===== src/rtl/dmem_arb_pkg.sv =====
// Shared types for the data-memory arbiter: FSM states, owner encoding and read-latency bounds.
package dmem_arb_pkg;

    typedef enum logic [1:0] {
        IDLE  = 2'd0,
        CMD   = 2'd1,
        RWAIT = 2'd2,
        RESP  = 2'd3
    } state_t;

    typedef enum logic {
        OWN_PROC = 1'b0,
        OWN_EXT  = 1'b1
    } owner_t;

    localparam int RD_LAT_MAX = 7;
    localparam int CNT_W      = 3;

endpackage


===== src/rtl/dmem_arbiter_if.sv =====
// Bus bundle of dmem_arbiter: processor port, external-host port, memory side and busy flag.
// Handshake: req is held with we/addr/wdata until a one-cycle gnt; a read answers later with a one-cycle rvalid.
interface dmem_arbiter_if #(
    parameter int ADDR_W = 9,
    parameter int DATA_W = 16
);
    logic              proc_req;
    logic              proc_we;
    logic [ADDR_W-1:0] proc_addr;
    logic [DATA_W-1:0] proc_wdata;
    logic              proc_gnt;
    logic              proc_rvalid;
    logic [DATA_W-1:0] proc_rdata;

    logic              ext_req;
    logic              ext_we;
    logic [ADDR_W-1:0] ext_addr;
    logic [DATA_W-1:0] ext_wdata;
    logic              ext_gnt;
    logic              ext_rvalid;
    logic [DATA_W-1:0] ext_rdata;

    logic [ADDR_W-1:0] mem_addr;
    logic [DATA_W-1:0] mem_data;
    logic              mem_rden;
    logic              mem_wren;
    logic [DATA_W-1:0] mem_q;

    logic              busy;

    modport slave (
        input  proc_req, proc_we, proc_addr, proc_wdata,
        output proc_gnt, proc_rvalid, proc_rdata,
        input  ext_req, ext_we, ext_addr, ext_wdata,
        output ext_gnt, ext_rvalid, ext_rdata,
        output mem_addr, mem_data, mem_rden, mem_wren,
        input  mem_q,
        output busy
    );

    modport master (
        output proc_req, proc_we, proc_addr, proc_wdata,
        input  proc_gnt, proc_rvalid, proc_rdata,
        output ext_req, ext_we, ext_addr, ext_wdata,
        input  ext_gnt, ext_rvalid, ext_rdata,
        input  mem_addr, mem_data, mem_rden, mem_wren,
        output mem_q,
        input  busy
    );

endinterface


===== src/rtl/dmem_arb_pick.sv =====
// Owner select for dmem_arbiter. DMEM_ARB_RR_EN: round-robin against the last owner;
// otherwise fixed priority with the external host ahead of the processor.
module dmem_arb_pick
    import dmem_arb_pkg::*;
(
    input  logic   proc_req,
    input  logic   ext_req,
`ifdef DMEM_ARB_RR_EN
    input  owner_t last_owner,
`endif
    output logic   any_req,
    output owner_t owner
);

    always_comb begin
        any_req = proc_req | ext_req;
`ifdef DMEM_ARB_RR_EN
        if (proc_req && ext_req) begin
            owner = (last_owner == OWN_PROC) ? OWN_EXT : OWN_PROC;
        end else begin
            owner = ext_req ? OWN_EXT : OWN_PROC;
        end
`else
        owner = ext_req ? OWN_EXT : OWN_PROC;
`endif
    end

endmodule


===== src/rtl/dmem_arbiter.sv =====
// Two-port data-memory arbiter (processor / external host) with one outstanding access.
// Build macro DMEM_ARB_RR_EN selects round-robin arbitration instead of ext-first priority.
module dmem_arbiter
    import dmem_arb_pkg::*;
#(
    parameter int ADDR_W = 9,
    parameter int DATA_W = 16,
    parameter int RD_LAT = 2
) (
    input  logic          clk,
    input  logic          rst_n,
    dmem_arbiter_if.slave bus,
    output state_t        dbg_state
);

    // Out-of-range latencies are clamped so the 3-bit counter can never wrap.
    localparam int LAT_LOAD = (RD_LAT < 1) ? 1 : ((RD_LAT > RD_LAT_MAX) ? RD_LAT_MAX : RD_LAT);

    state_t            state;
    logic [CNT_W-1:0]  cnt;
    owner_t            owner_q;
    logic              we_q;
    logic [ADDR_W-1:0] addr_q;
    logic [DATA_W-1:0] data_q;
    logic [DATA_W-1:0] proc_rdata_q;
    logic [DATA_W-1:0] ext_rdata_q;
    logic              proc_gnt_q;
    logic              ext_gnt_q;
    logic              proc_rvalid_q;
    logic              ext_rvalid_q;
    logic              rden_q;
    logic              wren_q;
    logic              busy_q;

    logic              any_req;
    owner_t            pick_owner;
    logic              sel_we;
    logic [ADDR_W-1:0] sel_addr;
    logic [DATA_W-1:0] sel_wdata;
`ifdef DMEM_ARB_RR_EN
    owner_t            last_owner;
`endif

    dmem_arb_pick u_pick (
        .proc_req   (bus.proc_req),
        .ext_req    (bus.ext_req),
`ifdef DMEM_ARB_RR_EN
        .last_owner (last_owner),
`endif
        .any_req    (any_req),
        .owner      (pick_owner)
    );

    assign sel_we    = (pick_owner == OWN_EXT) ? bus.ext_we    : bus.proc_we;
    assign sel_addr  = (pick_owner == OWN_EXT) ? bus.ext_addr  : bus.proc_addr;
    assign sel_wdata = (pick_owner == OWN_EXT) ? bus.ext_wdata : bus.proc_wdata;

    always_ff @(posedge clk) begin
        if (!rst_n) begin
            state         <= IDLE;
            cnt           <= '0;
            owner_q       <= OWN_PROC;
            we_q          <= 1'b0;
            addr_q        <= '0;
            data_q        <= '0;
            proc_rdata_q  <= '0;
            ext_rdata_q   <= '0;
            proc_gnt_q    <= 1'b0;
            ext_gnt_q     <= 1'b0;
            proc_rvalid_q <= 1'b0;
            ext_rvalid_q  <= 1'b0;
            rden_q        <= 1'b0;
            wren_q        <= 1'b0;
            busy_q        <= 1'b0;
`ifdef DMEM_ARB_RR_EN
            last_owner    <= OWN_PROC;
`endif
        end else begin
            // Grant, enables and rvalid are single-cycle pulses.
            proc_gnt_q    <= 1'b0;
            ext_gnt_q     <= 1'b0;
            proc_rvalid_q <= 1'b0;
            ext_rvalid_q  <= 1'b0;
            rden_q        <= 1'b0;
            wren_q        <= 1'b0;
            case (state)
                IDLE: begin
                    if (any_req) begin
                        owner_q    <= pick_owner;
                        we_q       <= sel_we;
                        addr_q     <= sel_addr;
                        data_q     <= sel_wdata;
                        proc_gnt_q <= (pick_owner == OWN_PROC);
                        ext_gnt_q  <= (pick_owner == OWN_EXT);
                        wren_q     <= sel_we;
                        rden_q     <= !sel_we;
                        busy_q     <= 1'b1;
                        state      <= CMD;
`ifdef DMEM_ARB_RR_EN
                        last_owner <= pick_owner;
`endif
                    end
                end
                CMD: begin
                    if (we_q) begin
                        busy_q <= 1'b0;
                        state  <= IDLE;
                    end else begin
                        cnt   <= CNT_W'(LAT_LOAD);
                        state <= RWAIT;
                    end
                end
                RWAIT: begin
                    cnt <= cnt - 1'b1;
                    // Last wait cycle: mem_q is valid now, RD_LAT cycles after the rden pulse.
                    if (cnt == CNT_W'(1)) begin
                        if (owner_q == OWN_EXT) begin
                            ext_rdata_q  <= bus.mem_q;
                            ext_rvalid_q <= 1'b1;
                        end else begin
                            proc_rdata_q  <= bus.mem_q;
                            proc_rvalid_q <= 1'b1;
                        end
                        state <= RESP;
                    end
                end
                RESP: begin
                    busy_q <= 1'b0;
                    state  <= IDLE;
                end
                default: state <= IDLE;
            endcase
        end
    end

    assign bus.proc_gnt    = proc_gnt_q;
    assign bus.proc_rvalid = proc_rvalid_q;
    assign bus.proc_rdata  = proc_rdata_q;
    assign bus.ext_gnt     = ext_gnt_q;
    assign bus.ext_rvalid  = ext_rvalid_q;
    assign bus.ext_rdata   = ext_rdata_q;
    assign bus.mem_addr    = addr_q;
    assign bus.mem_data    = data_q;
    assign bus.mem_rden    = rden_q;
    assign bus.mem_wren    = wren_q;
    assign bus.busy        = busy_q;
    assign dbg_state       = state;

endmodule


===== src/flat_wrapper.sv =====
// flat-port wrapper written by rule: the top's interface ports become plain ports
module dmem_arbiter_flat import dmem_arb_pkg::*;
#(
    parameter int ADDR_W = 9,
    parameter int DATA_W = 16,
    parameter int RD_LAT = 2
)
  (clk, rst_n, dbg_state, bus_proc_req, bus_proc_we, bus_proc_addr, bus_proc_wdata, bus_proc_gnt, bus_proc_rvalid, bus_proc_rdata, bus_ext_req, bus_ext_we, bus_ext_addr, bus_ext_wdata, bus_ext_gnt, bus_ext_rvalid, bus_ext_rdata, bus_mem_addr, bus_mem_data, bus_mem_rden, bus_mem_wren, bus_mem_q, bus_busy);
  dmem_arbiter_if #(.ADDR_W(ADDR_W), .DATA_W(DATA_W)) bus_i ();
  input  logic clk;
  input  logic rst_n;
  output state_t dbg_state;
  input wire logic [$bits(bus_i.proc_req)-1:0] bus_proc_req;
  input wire logic [$bits(bus_i.proc_we)-1:0] bus_proc_we;
  input wire logic [$bits(bus_i.proc_addr)-1:0] bus_proc_addr;
  input wire logic [$bits(bus_i.proc_wdata)-1:0] bus_proc_wdata;
  output wire logic [$bits(bus_i.proc_gnt)-1:0] bus_proc_gnt;
  output wire logic [$bits(bus_i.proc_rvalid)-1:0] bus_proc_rvalid;
  output wire logic [$bits(bus_i.proc_rdata)-1:0] bus_proc_rdata;
  input wire logic [$bits(bus_i.ext_req)-1:0] bus_ext_req;
  input wire logic [$bits(bus_i.ext_we)-1:0] bus_ext_we;
  input wire logic [$bits(bus_i.ext_addr)-1:0] bus_ext_addr;
  input wire logic [$bits(bus_i.ext_wdata)-1:0] bus_ext_wdata;
  output wire logic [$bits(bus_i.ext_gnt)-1:0] bus_ext_gnt;
  output wire logic [$bits(bus_i.ext_rvalid)-1:0] bus_ext_rvalid;
  output wire logic [$bits(bus_i.ext_rdata)-1:0] bus_ext_rdata;
  output wire logic [$bits(bus_i.mem_addr)-1:0] bus_mem_addr;
  output wire logic [$bits(bus_i.mem_data)-1:0] bus_mem_data;
  output wire logic [$bits(bus_i.mem_rden)-1:0] bus_mem_rden;
  output wire logic [$bits(bus_i.mem_wren)-1:0] bus_mem_wren;
  input wire logic [$bits(bus_i.mem_q)-1:0] bus_mem_q;
  output wire logic [$bits(bus_i.busy)-1:0] bus_busy;
  assign bus_i.proc_req = bus_proc_req;
  assign bus_i.proc_we = bus_proc_we;
  assign bus_i.proc_addr = bus_proc_addr;
  assign bus_i.proc_wdata = bus_proc_wdata;
  assign bus_proc_gnt = bus_i.proc_gnt;
  assign bus_proc_rvalid = bus_i.proc_rvalid;
  assign bus_proc_rdata = bus_i.proc_rdata;
  assign bus_i.ext_req = bus_ext_req;
  assign bus_i.ext_we = bus_ext_we;
  assign bus_i.ext_addr = bus_ext_addr;
  assign bus_i.ext_wdata = bus_ext_wdata;
  assign bus_ext_gnt = bus_i.ext_gnt;
  assign bus_ext_rvalid = bus_i.ext_rvalid;
  assign bus_ext_rdata = bus_i.ext_rdata;
  assign bus_mem_addr = bus_i.mem_addr;
  assign bus_mem_data = bus_i.mem_data;
  assign bus_mem_rden = bus_i.mem_rden;
  assign bus_mem_wren = bus_i.mem_wren;
  assign bus_i.mem_q = bus_mem_q;
  assign bus_busy = bus_i.busy;
  dmem_arbiter #(.ADDR_W(ADDR_W), .DATA_W(DATA_W), .RD_LAT(RD_LAT)) u_core (.clk(clk), .rst_n(rst_n), .bus(bus_i), .dbg_state(dbg_state));
endmodule

===== config.mk =====
export PLATFORM = sky130hd
export DESIGN_NAME = dmem_arbiter_flat
export DESIGN_NICKNAME = d
export VERILOG_FILES = /design/src/rtl/dmem_arb_pkg.sv /design/src/rtl/dmem_arbiter_if.sv /design/src/rtl/dmem_arb_pick.sv /design/src/rtl/dmem_arbiter.sv /design/src/flat_wrapper.sv
export SDC_FILE = /design/constraint.sdc
export NUM_CORES = 1
export LEC_CHECK = 0
export ABC_CLOCK_PERIOD_IN_PS = 1400
export CAP_MARGIN = 15
export CORE_MARGIN = 2
export CORE_UTILIZATION = 38
export CTS_BUF_LIST = sky130_fd_sc_hd__clkbuf_2
export DETAILED_ROUTE_END_ITERATION = 10
export PLACE_DENSITY_LB_ADDON = 0.25
export SYNTH_ARGS = -nofsm -noshare
export SYNTH_HDL_FRONTEND = slang
export SYNTH_SLANG_ARGS = --single-unit
export TNS_END_PERCENT = 1

===== constraint.sdc =====
create_clock -name clk -period 1.4 [get_ports clk]
set_clock_uncertainty 0.1 [all_clocks]
set_input_delay 0.21 -clock clk [delete_from_list [all_inputs] [get_ports clk]]
set_output_delay 0.21 -clock clk [all_outputs]
set_load 0.02 [all_outputs]

==> results.py, run 1 <==
metrics = {
    "sta": {
        "holdWs_ns": 0.158,
        "worstMarginPinSlew_ns": 0.321,
        "period_needed_ns": 1.44,
        "slew_headroom_pct": 78.1,
        "hold_viol": 0,
        "setup_violations": 14,
        "slew_violations": 0,
        "rsz0062_at_grt": "yes",
        "max_freq_mhz": 696,
        "fin_ws_ns": -0.0360,
        "final.period_utilization_pct": 103,
    },
    "power_and_ir_drop": {
        "leakage_uw": 0.00198,
        "switchingPower_uw": 1470,
        "seq_power_share_pct": 51.1,
        "internal-power_uw": 2980,
        "p_per_area_nw_per_um2": 1010,
        "combPwrFrac_pct": 27.4,
        "clkPwrFrac_pct": 21.4,
        "vdd_drop_max_mv": 0.440,
        "sw_frac_of_total_pct": 33.0,
    },
    "global_routing": {
        "grt_use_total_pct": 18.6,
        "grt_pass1_vias": 2729,
        "grt_max_degree": 27,
        "grt.overflow.total": 0,
        "grt_pass1_wl_um": 12700,
        "antenna_found_initial": 0,
    },
    "setup_path": {
        "crit_path_top_delay_cell": "dfxtp_4",
        "path_cells": "buf_6 -> and2b_1 -> nand4b_1 -> buf_12 -> mux2i_1",
        "critPathMaxFanout": 17,
        "end_kind": "register",
        "crit_family": "flip-flops",
        "worstPathArrival_ns": 1.77,
        "crit_required_ns": 1.73,
        "worstSetupPathType": "reg2reg",
        "worst_path_largest_cell_delay_ns": 0.39,
        "worst-path-buf-inv": 2,
        "start_kind": "register",
    },
    "finish": {
        "mostFrequentLayoutCell": "clkdlybuf4s50_1",
        "drive_gt1_share_pct": 37.7,
        "antennaDiodeCount": 0,
        "final_cell_mix": "clkdlybuf4s50_1 (69), mux2i_1 (58), buf_2 (57)",
        "nets": 512,
        "final-instance-count-excl-fill": 545,
        "fill_cells": 680,
        "syn2layout_area_growth_pct": 48.5,
    },
    "place": {
        "io_buffers": 137,
        "place_inst": 525,
        "place_congestion": 0.814,
        "dp_hpwl_um": 5580,
    },
    "drt": {
        "drtIter0Drc": 70,
        "drtAntennaViolNets": 0,
        "firstDrtPassIters": 5,
        "drc_errors": 0,
        "via_per_inst": 4.87,
        "dr_total_vias": 2652,
        "wl_um": 7750,
        "drt-wirelength-per-cell_um": 14.2,
    },
    "yosys": {
        "ys_ff_latch": 71,
        "ys_seq_area_share_pct": 47.8,
        "synth_warnings": 0,
        "syn-instance-count": 297,
        "synth_edf_count": 0,
        "netlist_area_um2": 2980,
        "async_reset_ff_share_pct": 0,
        "synth_cell_types": 34,
        "synth_ff_type": "dfxtp_1",
        "synth.avg_cell_area_um2": 10.0,
        "syn-num-nets": 371,
    },
    "die": {
        "start_util_pct": 38.9,
        "fp.dieH_um": 92.5,
        "fp-row-count": 32,
        "die-area_um2": 8550,
        "core_um2": 7650,
        "fp.dieW_um": 92.5,
        "pin_count": 138,
    },
    "clocking": {
        "cts_tree": "yes",
        "clk_path_buf_depth": 2,
        "cts_buffers": 9,
        "clk_pin_slew_ns": 0.20,
        "clk_latency_ns": 0.49,
        "cts_sinks": 71,
        "cts-root-buf": "clkbuf_2",
        "h-tree-depth": 3,
    },
    "job": {
        "drv_cap": 0,
    },
    "hold_path": {
        "hold_class": "in2reg",
    },
    "run_status": {
        "outcome": "complete, but fails checks",
        "violations": "setup timing",
    },
}
==> area by class of cell <==
class	count	area, um^2	share of cell area [%]
repair buffers	156	1280	29.1
clock inverters	7	40.0	0.906
well taps	102	128	2.89
multi-input cells	196	1410	32.0
inverters	4	15.0	0.340
clock buffers	9	45.0	1.02
flip-flops and latches	71	1490	33.8
==> worst paths after layout <==
| kind | start | end | slack (ns) | cells past startpoint |
|---|---|---|---|---|
| setup reg to reg | u_core.dbg_state[0] | u_core.bus.ext_rdata[0] | -0.04 | 5 |
| setup / recovery | u_core.dbg_state[0] | u_core.bus.ext_rdata[0] | -0.04 | 5 |
| hold / removal | bus_mem_q[13] | u_core.bus.ext_rdata[13] | 0.16 | 3 |
| hold reg to reg | u_core.bus.proc_rdata[10] | u_core.bus.proc_rdata[10] | 0.37 | 2 |
==> metrics by stage <==
stage | TNS, ns | worst slack (ns) | utilization (%) | area (um^2) | power (uW)
CTS | -0.158 | -0.0236 | 57.1 | 4360 | 4460
finish | -0.159 | -0.0360 | 57.8 | 4420 | 4450
detailed placement | -6.12 | -0.251 | 59.1 | 4520 | 3620
floorplan | -1.46 | -0.0709 | - | 3000 | 3010
global route | -4.09 | -0.124 | 57.8 | 4420 | 4680
global placement | -5.16 | -0.194 | 59.1 | 4520 | 3600
==> synth_stat cells (2+ instances only) <==
master | instances | area [um^2]
nor4_1 | 2 | 12.5
a211oi_2 | 10 | 125
dfxtp_1 | 71 | 1420
o21a_1 | 2 | 15.0
nand2_1 | 49 | 184
ha_1 | 2 | 25.0
clkbuf_1 | 11 | 41.3
buf_6 | 4 | 45.0
a21oi_1 | 31 | 155
buf_4 | 3 | 22.5
nor2_1 | 6 | 22.5
buf_1 | 3 | 11.3
o21ai_0 | 2 | 10.0
a211oi_1 | 17 | 128
mux2i_1 | 58 | 581
buf_2 | 5 | 25.0
inv_1 | 3 | 11.3
nand2b_1 | 2 | 12.5
==> state kept, by name, summed over array words and instances (netlist names), 3 cells and up, named ones only <==
name,flops
u_core.bus.proc_rdata,16
u_core.bus.mem_addr,9
u_core.cnt,3
u_core.bus.ext_rdata,16
u_core.bus.mem_data,16
==> cells by family after synthesis <==
kind of cell,share of synthesized area (%)
AO/OA/AOI/OAI,15.6
adder cells (fa/ha/maj),0.841
buffers and inverters,5.38
flip-flops,47.8
multiplexers,19.5
AND/OR/NAND/NOR,10.9
==> worst min-delay path, stage by stage <==
cell	delay, ns
clkdlybuf4s50_1	0.39
nand2_1	0.07
mux2i_1	0.06
==> metal layers <==
| layer | track usage [%] | wire length (um) | vias to the layer above |
|---|---|---|---|
| met4 | 9.45 | 155 | 0 |
| met3 | 4.07 | 442 | 13 |
| met5 | 0 | 0 | - |
| met2 | 32.2 | 3960 | 75 |
| met1 | 21.5 | 3190 | 1224 |
| li1 | - | - | 1340 |
==> power groups by stage <==
stage | Combinational, uW | Clock, uW | Sequential, uW
6_report | 1220 | 955 | 2280
5_1_grt | 1320 | 1060 | 2300
4_1_cts | 1220 | 968 | 2270
3_5_place_dp | 1300 | 0 | 2320
3_3_place_gp | 1280 | 0 | 2320
2_1_floorplan | 541 | 0 | 2470
==> repair_timing <==
action | CTS | global route
gates cloned | 0 | 0
endpoints found under the setup margin | 75 | 93
pin swaps | 1 | 0
hold buffers | 2 | 0
resized for setup | 298 | 31
buffers inserted | 2 | 0
hold endpoints to repair | 5 | 0
(Power assumes the default switching activity.)
==> run 2, diff against run 1 <==
- ABC_CLOCK_PERIOD_IN_PS: 1400 -> 1200
- clock period: 1.4 -> 1.2 ns (I/O delays scaled with it)
==> run 2 against run 1 <==
Against the previous run:
- the run still ends with setup timing left
- worst setup slack lost 0.13 ns
- first-iteration DRC count grew 47%
- hold slack lost 0.085 ns
- count of clock-buffer cells in the layout grew 2
- register-to-register slack lost 0.13 ns
- critical endpoint is now u_core.bus.proc_rdata[14]
- maximum frequency grew 5.3%
- flip-flop and latch count is the same
- clock power grew 6%
- power grew 22%
==> results.py, run 2 (synthesis results as in run 1) <==
metrics = {
    "run_status": {
        "outcome": "complete, but fails checks",
        "violations": "setup timing",
    },
    "drt": {
        "dr_total_vias": 2701,
        "firstDrtPassIters": 4,
        "wl_um": 7860,
        "drtAntennaViolNets": 0,
        "drtIter0Drc": 103,
        "via_per_inst": 4.85,
        "drc_errors": 0,
        "drt-wirelength-per-cell_um": 14.1,
    },
    "sta": {
        "setup_violations": 128,
        "slew_violations": 0,
        "worstMarginPinSlew_ns": 0.311,
        "setup_tns_ns": -9.36,
        "max_freq_mhz": 734,
        "final.period_utilization_pct": 114,
        "period_needed_ns": 1.36,
        "slew_headroom_pct": 78.7,
        "rsz0062_at_grt": "yes",
        "fin_ws_ns": -0.163,
        "hold_viol": 0,
    },
    "finish": {
        "multi_input_area_um2": 1450,
        "fill_cells": 612,
        "mostFrequentLayoutCell": "clkdlybuf4s50_1",
        "final_cell_mix": "clkdlybuf4s50_1 (69), buf_6 (66), dfxtp_2 (62)",
        "syn2layout_area_growth_pct": 65.6,
        "finalCoreUtilization_pct": 64.4,
        "antennaDiodeCount": 0,
        "design_area_um2": 4930,
        "nets": 526,
        "drive_gt1_share_pct": 43.7,
        "register_area_um2": 1510,
    },
    "place": {
        "dp_hpwl_um": 5730,
        "io_buffers": 137,
        "place_congestion": 0.744,
        "place_area_um2": 4630,
    },
    "global_routing": {
        "grt_pass1_wl_um": 12900,
        "grt_max_degree": 29,
        "antenna_found_initial": 0,
        "grt.overflow.total": 0,
        "grt_pass1_vias": 2795,
        "grt_use_total_pct": 18.8,
    },
    "die": {
        "pin_count": 138,
        "core_um2": 7650,
        "fp.dieW_um": 92.5,
        "die-area_um2": 8550,
        "fp-row-count": 32,
        "fp.dieH_um": 92.5,
        "start_util_pct": 38.9,
    },
    "setup_path": {
        "critPathMaxFanout": 11,
        "reg2regPathDepth": 5,
        "worstPathArrival_ns": 1.66,
        "worstSetupPathType": "reg2reg",
        "crit_required_ns": 1.50,
        "end_kind": "register",
        "start_kind": "register",
    },
    "clocking": {
        "h-tree-depth": 3,
        "clk_path_buf_depth": 2,
        "cts_buffers": 9,
        "cts_sinks": 71,
        "cts-root-buf": "clkbuf_2",
        "clk_pin_slew_ns": 0.18,
        "clk_latency_ns": 0.47,
        "cts_tree": "yes",
    },
    "hold_path": {
        "hold_depth": 4,
        "hold_class": "in2reg",
    },
    "job": {
        "drv_cap": 0,
    },
    "power_and_ir_drop": {
        "p_per_area_nw_per_um2": 1100,
        "leakage_uw": 0.00212,
        "fin_total_pwr_uw": 5420,
        "vdd_drop_max_mv": 0.564,
    },
}
run 2: cell types whose count changed in the layout (fill, tap and decap cells not counted), moves of 2 or more:
cell,previous run,this run
buf_6,4,66
dfxtp_2,48,62
clkbuf_2,9,11
buf_2,57,3
clkinvlp_4,3,0
dfxtp_1,20,6
buf_4,19,25
run 2: report_power, final:
group	total (uW)	internal, uW	switching (uW)
combinational	1700	916	785
clock	1010	253	757
sequential	2710	2570	139
run 2: path summary, 6_finish.rpt:
path              slack (ns)                        end                startpoint
hold reg to reg         0.37   u_core.bus.proc_rdata[7]  u_core.bus.proc_rdata[7]
setup / recovery       -0.16  u_core.bus.proc_rdata[14]                  register
setup reg to reg       -0.16  u_core.bus.proc_rdata[14]                  register
hold / removal          0.07             u_core.owner_q               bus_ext_req
run 2: routing by layer:
metal	routed length [um]	GRT usage (%)	share of wire (%)	up-vias
met5	0	0	0	-
met4	119	7.21	1.5	0
met3	430	4.96	5.5	10
met2	4220	34.8	54	72
met1	3090	20.3	39	1266
li1	-	-	-	1353
run 2: what timing repair did:
item	in CTS	in global routing
hold buffers	2	0
pin swaps	6	1
endpoints found under the hold margin	3	0
setup endpoints to repair	129	135
gates resized for setup	452	15
buffers inserted	1	0
run 2: layout make-up:
class	instances	share of cell area (%)
Clock inverter	3	0.254
Sequential cell	71	30.7
Timing Repair Buffer	170	35.7
Multi-Input combinational cell	196	29.4
Inverter	4	0.305
Clock buffer	11	1.12
Tap cell	102	2.59
run 2: per-stage QoR:
step                      worst slack (ns)  hold WS (ns)  cells
after floorplan                     -0.271         0.242    297
after global placement              -0.360         0.342    540
after detailed placement            -0.414         0.347    540
after CTS                           -0.171        0.0432    557
after global routing                -0.256        0.0547    557
final                               -0.163        0.0734    557
run 2: worst max-delay path: stages (launching register included):
cell	delay, ns
dfxtp_4	0.42
buf_6	0.11
nand2b_4	0.05
nor3_4	0.23
buf_12	0.19
mux2i_1	0.18
